**src/rtl/key_pkg.sv**
```systemverilog
// Shared types and sizing for the key event arbiter and its helpers.
package key_pkg;

    typedef enum logic {
        IDLE  = 1'b0,
        ISSUE = 1'b1
    } state_t;

    localparam int unsigned DROP_CNT_W   = 8;
    localparam int unsigned NUM_KEYS_DEF = 4;

endpackage : key_pkg

```
**src/rtl/rr_pick.sv**
```systemverilog
// Combinational round-robin picker: first set request at or above ptr, wrapping at N.
module rr_pick #(
    parameter int unsigned N   = 4,
    parameter int unsigned IDW = $clog2(N)
) (
    input  logic [N-1:0]   req,
    input  logic [IDW-1:0] ptr,
    output logic [N-1:0]   gnt_onehot,
    output logic [IDW-1:0] gnt_idx,
    output logic           any_req
);

    always_comb begin
        int unsigned j;
        logic [IDW-1:0] jj;
        logic found;
        gnt_onehot = '0;
        gnt_idx    = '0;
        any_req    = |req;
        found      = 1'b0;
        for (int unsigned k = 0; k < N; k++) begin
            // ptr is always < N, so a single wrap subtraction suffices
            j = 32'(ptr) + k;
            if (j >= N) begin
                j = j - N;
            end
            jj = IDW'(j);
            if (!found && req[jj]) begin
                found          = 1'b1;
                gnt_onehot[jj] = 1'b1;
                gnt_idx        = jj;
            end
        end
    end

endmodule : rr_pick

```
**src/rtl/key_event_arbiter.sv**
```systemverilog
// Latches per-key press flags as pending events and serialises them round-robin
// onto a valid/ready port, counting events that collide with a still-pending one.
module key_event_arbiter
    import key_pkg::*;
#(
    parameter int unsigned NUM_KEYS = NUM_KEYS_DEF,
    parameter int unsigned IDW      = $clog2(NUM_KEYS)
) (
    input  logic                  clk,
    input  logic                  rst,
    input  logic [NUM_KEYS-1:0]   key_flag,
    output logic                  evt_valid,
    input  logic                  evt_ready,
    output logic [IDW-1:0]        evt_code,
    output logic [NUM_KEYS-1:0]   pend,
    output logic                  ovf,
    output logic [DROP_CNT_W-1:0] drop_cnt,
    input  logic                  ovf_clr
);

    localparam int unsigned CNT_W = $clog2(NUM_KEYS + 1);
    localparam int unsigned SUM_W = DROP_CNT_W + 1;
    localparam logic [DROP_CNT_W-1:0] DROP_MAX = '1;

    state_t                  state_q, state_d;
    logic [IDW-1:0]          rr_ptr, rr_d;
    logic                    valid_d;
    logic [IDW-1:0]          code_d;
    logic [NUM_KEYS-1:0]     pend_d;
    logic                    ovf_d;
    logic [DROP_CNT_W-1:0]   cnt_d;

    logic [NUM_KEYS-1:0]     pick_onehot;
    logic [IDW-1:0]          pick_idx;
    logic                    pick_any;
    logic                    load;
    logic [NUM_KEYS-1:0]     grant;
    logic [NUM_KEYS-1:0]     drops;
    logic [CNT_W-1:0]        ndrop;
    logic [SUM_W-1:0]        sum;

    rr_pick #(
        .N   (NUM_KEYS),
        .IDW (IDW)
    ) u_rr_pick (
        .req        (pend),
        .ptr        (rr_ptr),
        .gnt_onehot (pick_onehot),
        .gnt_idx    (pick_idx),
        .any_req    (pick_any)
    );

    // Next-state and output logic
    always_comb begin
        state_d = state_q;
        valid_d = evt_valid;
        code_d  = evt_code;
        rr_d    = rr_ptr;
        grant   = '0;
        load    = 1'b0;
        ovf_d   = ovf;
        cnt_d   = drop_cnt;
        ndrop   = '0;

        case (state_q)
            IDLE: begin
                load = pick_any;
            end
            ISSUE: begin
                if (evt_ready) begin
                    if (pick_any) begin
                        load = 1'b1;
                    end else begin
                        state_d = IDLE;
                        valid_d = 1'b0;
                    end
                end
            end
            default: begin
                state_d = IDLE;
                valid_d = 1'b0;
            end
        endcase

        if (load) begin
            grant   = pick_onehot;
            code_d  = pick_idx;
            valid_d = 1'b1;
            state_d = ISSUE;
            rr_d    = (pick_idx == IDW'(NUM_KEYS - 1)) ? '0 : pick_idx + IDW'(1);
        end

        // A flag on a key being granted this cycle re-arms it rather than dropping
        pend_d = (pend & ~grant) | key_flag;
        drops  = key_flag & pend & ~grant;
        for (int unsigned i = 0; i < NUM_KEYS; i++) begin
            ndrop = ndrop + CNT_W'(drops[i]);
        end
        sum = {1'b0, drop_cnt} + SUM_W'(ndrop);

        if (ovf_clr) begin
            ovf_d = 1'b0;
            cnt_d = '0;
        end else if (|drops) begin
            ovf_d = 1'b1;
            cnt_d = (sum > SUM_W'(DROP_MAX)) ? DROP_MAX : sum[DROP_CNT_W-1:0];
        end
    end

    always_ff @(posedge clk or posedge rst) begin
        if (rst) begin
            state_q   <= IDLE;
            evt_valid <= 1'b0;
            evt_code  <= '0;
            pend      <= '0;
            rr_ptr    <= '0;
            ovf       <= 1'b0;
            drop_cnt  <= '0;
        end else begin
            state_q   <= state_d;
            evt_valid <= valid_d;
            evt_code  <= code_d;
            pend      <= pend_d;
            rr_ptr    <= rr_d;
            ovf       <= ovf_d;
            drop_cnt  <= cnt_d;
        end
    end

endmodule : key_event_arbiter

```
**config.mk**
```make
export PLATFORM = sky130hd
export DESIGN_NAME = key_event_arbiter
export DESIGN_NICKNAME = d
export VERILOG_FILES = /design/src/rtl/key_pkg.sv /design/src/rtl/rr_pick.sv /design/src/rtl/key_event_arbiter.sv
export SDC_FILE = /design/constraint.sdc
export NUM_CORES = 1
export LEC_CHECK = 0
export ABC_AREA = 1
export CAP_MARGIN = 20
export CORE_MARGIN = 2
export CORE_UTILIZATION = 55
export DETAILED_ROUTE_END_ITERATION = 10
export GPL_TIMING_DRIVEN = 1
export PLACE_DENSITY = 0.87
export SKIP_LAST_GASP = 1
export SLEW_MARGIN = 20
export SYNTH_ARGS = -nofsm -noshare
export SYNTH_HDL_FRONTEND = slang
export SYNTH_HIERARCHICAL = 1
export SYNTH_SLANG_ARGS = --single-unit
```
**constraint.sdc**
```tcl
create_clock -name clk -period 5 [get_ports clk]
set_input_delay 0.5 -clock clk [delete_from_list [all_inputs] [get_ports clk]]
set_output_delay 0.5 -clock clk [all_outputs]
set_load 0.02 [all_outputs]
```
==> impl_metrics.py <==
metrics = {
    "timing": {
        "rsz0062_at_grt": "false",
        "fin_crit_sh": 0.796,
        "hold_viol": 0,
        "finalClockSkew_ps": 10.1,
        "final_max_slew_viol_count": 0,
        "tns_ps": 0,
        "max_freq_mhz": 251,
        "slew_headroom": 0.516,
        "setup_viol": 0,
        "final.min_clock_period_ps": 3980,
        "tightest_slew_ps": 725,
    },
    "flow_run": {
        "drv_cap": 0,
    },
    "synth": {
        "yosysWarnings": 6,
        "ys_ff_latch": 19,
        "syn-num-nets": 245,
        "synth_mux_area_frac": 0.0199,
        "synth-simple-area-share": 0.416,
        "synth_area_um2": 1700,
        "yosys-top-cells-area": "dfrtp_1 28%, nand2_1 13%, nand3_1 13%",
        "synth_top_family_by_area": "simple AND/OR/NAND/NOR gates",
        "synthAdderAreaFrac": 0.0870,
        "synth_compound_area_frac": 0.100,
        "ys_dominant_reg_cell": "dfrtp_1",
        "syn_inst": 227,
        "synth-xor-area-share": 0,
        "synth_area_leader_cell": "dfrtp_1",
        "synth_top_area_share": 0.280,
        "avgSynthCellArea_um2": 7.48,
        "synth.distinct_cells": 31,
        "ys_seq_area_frac": 0.280,
        "async_flop_share": 1.00,
        "synth_edf_count": 0,
    },
    "hold_path": {
        "hold_end": "evt_code[1]$_DFFE_PP0N_",
        "min_from": "evt_code[1]$_DFFE_PP0N_",
        "min_path_cells": 1,
        "hold_path.class": "reg -> reg",
    },
    "power": {
        "p_clk_frac": 0.065,
        "leakagePower_nw": 1.03,
        "ir_worst_vdd_mv": 0.388,
        "combPwrFrac": 0.715,
        "seqPwrFrac": 0.219,
        "internal_power_w": 0.000576,
        "power.switching_w": 0.000663,
        "powerDensity_nw_per_um2": 626,
        "p_sw_frac": 0.535,
    },
    "cts": {
        "cts.path.max_buffers": 2,
        "clk_latency_ps": 310,
        "clkTransAtPathRegs_ps": 100,
        "h-tree-depth": 1,
        "clock-sinks": 19,
        "cts_hold_buf": 0,
        "numCtsBuffers": 3,
        "cts_root_buf": "clkbuf_4",
        "post-cts-setup-buffers": 0,
        "cts_tree": "done",
        "postCtsResizedCells": 0,
    },
    "critical_path": {
        "critPathMaxFanout": 12,
        "reg2reg_from": "rr_ptr[0]$_DFFE_PP0N_",
        "timing.reg2reg.setup_slack_ps": 1020,
        "ff2ff_path_depth": 21,
        "worstPathArrival_ps": 4230,
        "reg2reg_to": "drop_cnt[0]$_DFFE_PP0P_",
        "critPathCaptureType": "flop",
        "start_kind": "flop",
        "critPathKind": "reg -> reg",
        "critPathRequiredTime_ps": 5250,
    },
    "floorplan": {
        "die_h_um": 59.6,
        "die_w_um": 59.6,
        "io_pins": 24,
        "fp.dieArea_um2": 3550,
        "core_region_area_um2": 3000,
        "num_rows": 20,
        "start_util": 0.565,
    },
    "cells_and_area": {
        "nets": 271,
        "drive_above_1_share": 0.127,
        "syn_to_final_growth_pct": 16.6,
        "layout_commonest_cell": "nand2_1",
        "fillers": 253,
        "layout_common_cells": "59 x nand2_1, 44 x nand3_1, 29 x inv_1, 23 x clkdlybuf4s50_1, 19 x dfrtp_1",
        "antenna_cells": 0,
        "post-route-util": 0.659,
    },
    "routing": {
        "vias": 1556,
        "drt_iter0_drc": 122,
        "drt_first_pass_iters": 4,
        "drcViolationCount": 0,
        "routed_wl_um": 3680,
        "viasPerCell": 5.46,
        "ant_nets": 0,
        "drt-wirelength-per-cell_um": 12.9,
    },
    "grt": {
        "grt_start_max_net_pins": 20,
        "grt_pass1_wl_um": 6600,
        "gr-usage-all-layers": 0.248,
        "gr-total-overflow": 0,
        "antenna_found_initial": 0,
        "first_global_vias": 1427,
    },
    "placed_design": {
        "gp_congestion": 0.928,
        "io_buffer_count": 23,
        "place.detailed.hpwl_um": 2870,
    },
    "status": {
        "status": "finished, final reports clean",
    },
}
==> critical path, stage by stage, from the launching register on <==
cell     delay (ps)
dfrtp_1         690
inv_8           100
ha_1            360
inv_1           120
nand3_1          90
nand2_1          70
nand2_1          60
inv_1           120
nand3_1          80
nand3_1          90
nand3_1          90
nand2_1         150
fa_1            450
fa_1            420
inv_1           110
fa_1            210
nand2_2         100
nor2_4          160
nand3_2         140
a21oi_1         160
nand2_1          80
nand2_1          50
==> cell type report <==
class / count / area (um^2) / share of cell area
clock buffers: 4 / 26.3 / 0.0133
inverters: 34 / 149 / 0.0752
repair buffers: 23 / 230 / 0.116
well taps: 33 / 41.3 / 0.0209
multi-input cells: 172 / 1060 / 0.534
flip-flops and latches: 19 / 475 / 0.240
==> how the worst max path moves through the flow <==
stage / startpoint / end / cells past startpoint
after CTS: rr_ptr[0]$_DFFE_PP0N_ / drop_cnt[0]$_DFFE_PP0P_ / 20
after global routing: rr_ptr[0]$_DFFE_PP0N_ / drop_cnt[2]$_DFFE_PP0P_ / 20
final: rr_ptr[0]$_DFFE_PP0N_ / drop_cnt[0]$_DFFE_PP0P_ / 21
after detailed placement: rr_ptr[0]$_DFFE_PP0N_ / drop_cnt[0]$_DFFE_PP0P_ / 20
after floorplan: rr_ptr[1]$_DFFE_PP0N_ / drop_cnt[4]$_DFFE_PP0P_ / 20
after global placement: rr_ptr[0]$_DFFE_PP0N_ / drop_cnt[0]$_DFFE_PP0P_ / 21
==> metal layers <==
layer | track usage | vias to the layer above | part of all wire | routed length (um)
li1 | - | 787 | - | -
met1 | 0.370 | 698 | 0.48 | 1750
met2 | 0.374 | 66 | 0.44 | 1620
met3 | 0.0328 | 5 | 0.070 | 259
met4 | 0.0730 | 0 | 0.013 | 48
met5 | 0 | - | 0 | 0
==> cell families (layout without fill, tap and decap cells) <==
| group | after synthesis | in the layout |
|---|---|---|
| buf+inv | 36 | 61 |
| fa+ha+maj | 10 | 10 |
| flops | 19 | 19 |
| mux | 3 | 3 |
| simple gates | 133 | 133 |
| compound gates | 26 | 26 |
==> state kept, by name, summed over array words and instances (netlist names) <==
signal / flops
drop_cnt: 8
evt_code: 2
rr_ptr: 2
state_q: 1
evt_valid: 1
pend: 4
ovf: 1
==> synth_stat cells, types with 4 or more instances <==
cell type,count
ha_1,7
a21boi_0,4
nand3_1,44
a21o_1,4
nand2_4,4
nand2_1,59
a21oi_1,9
inv_1,29
nor2_1,9
nand2_2,6
dfrtp_1,19
==> power groups by stage <==
stage,combinational (W),sequential (W),clock (W)
floorplan,0.000662,0.000291,0
global placement,0.000876,0.000274,0
detailed placement,0.000879,0.000274,0
CTS,0.000883,0.000272,0.0000842
global route,0.00101,0.000282,0.0000877
finish,0.000886,0.000272,0.0000808
==> stage by stage <==
stage	cell area (um^2)	worst slack, ps	hold slack (ps)	instances	total power [W]
3_3_place_gp	1950	1090	471	281	0.00115
2_1_floorplan	1700	1450	451	227	0.000953
5_1_grt	1980	594	542	285	0.00138
4_1_cts	1980	1030	529	285	0.00124
6_report	1980	1020	523	285	0.00124
3_5_place_dp	1950	1080	500	281	0.00115
No activity file was read; power rests on OpenSTA's default activity.
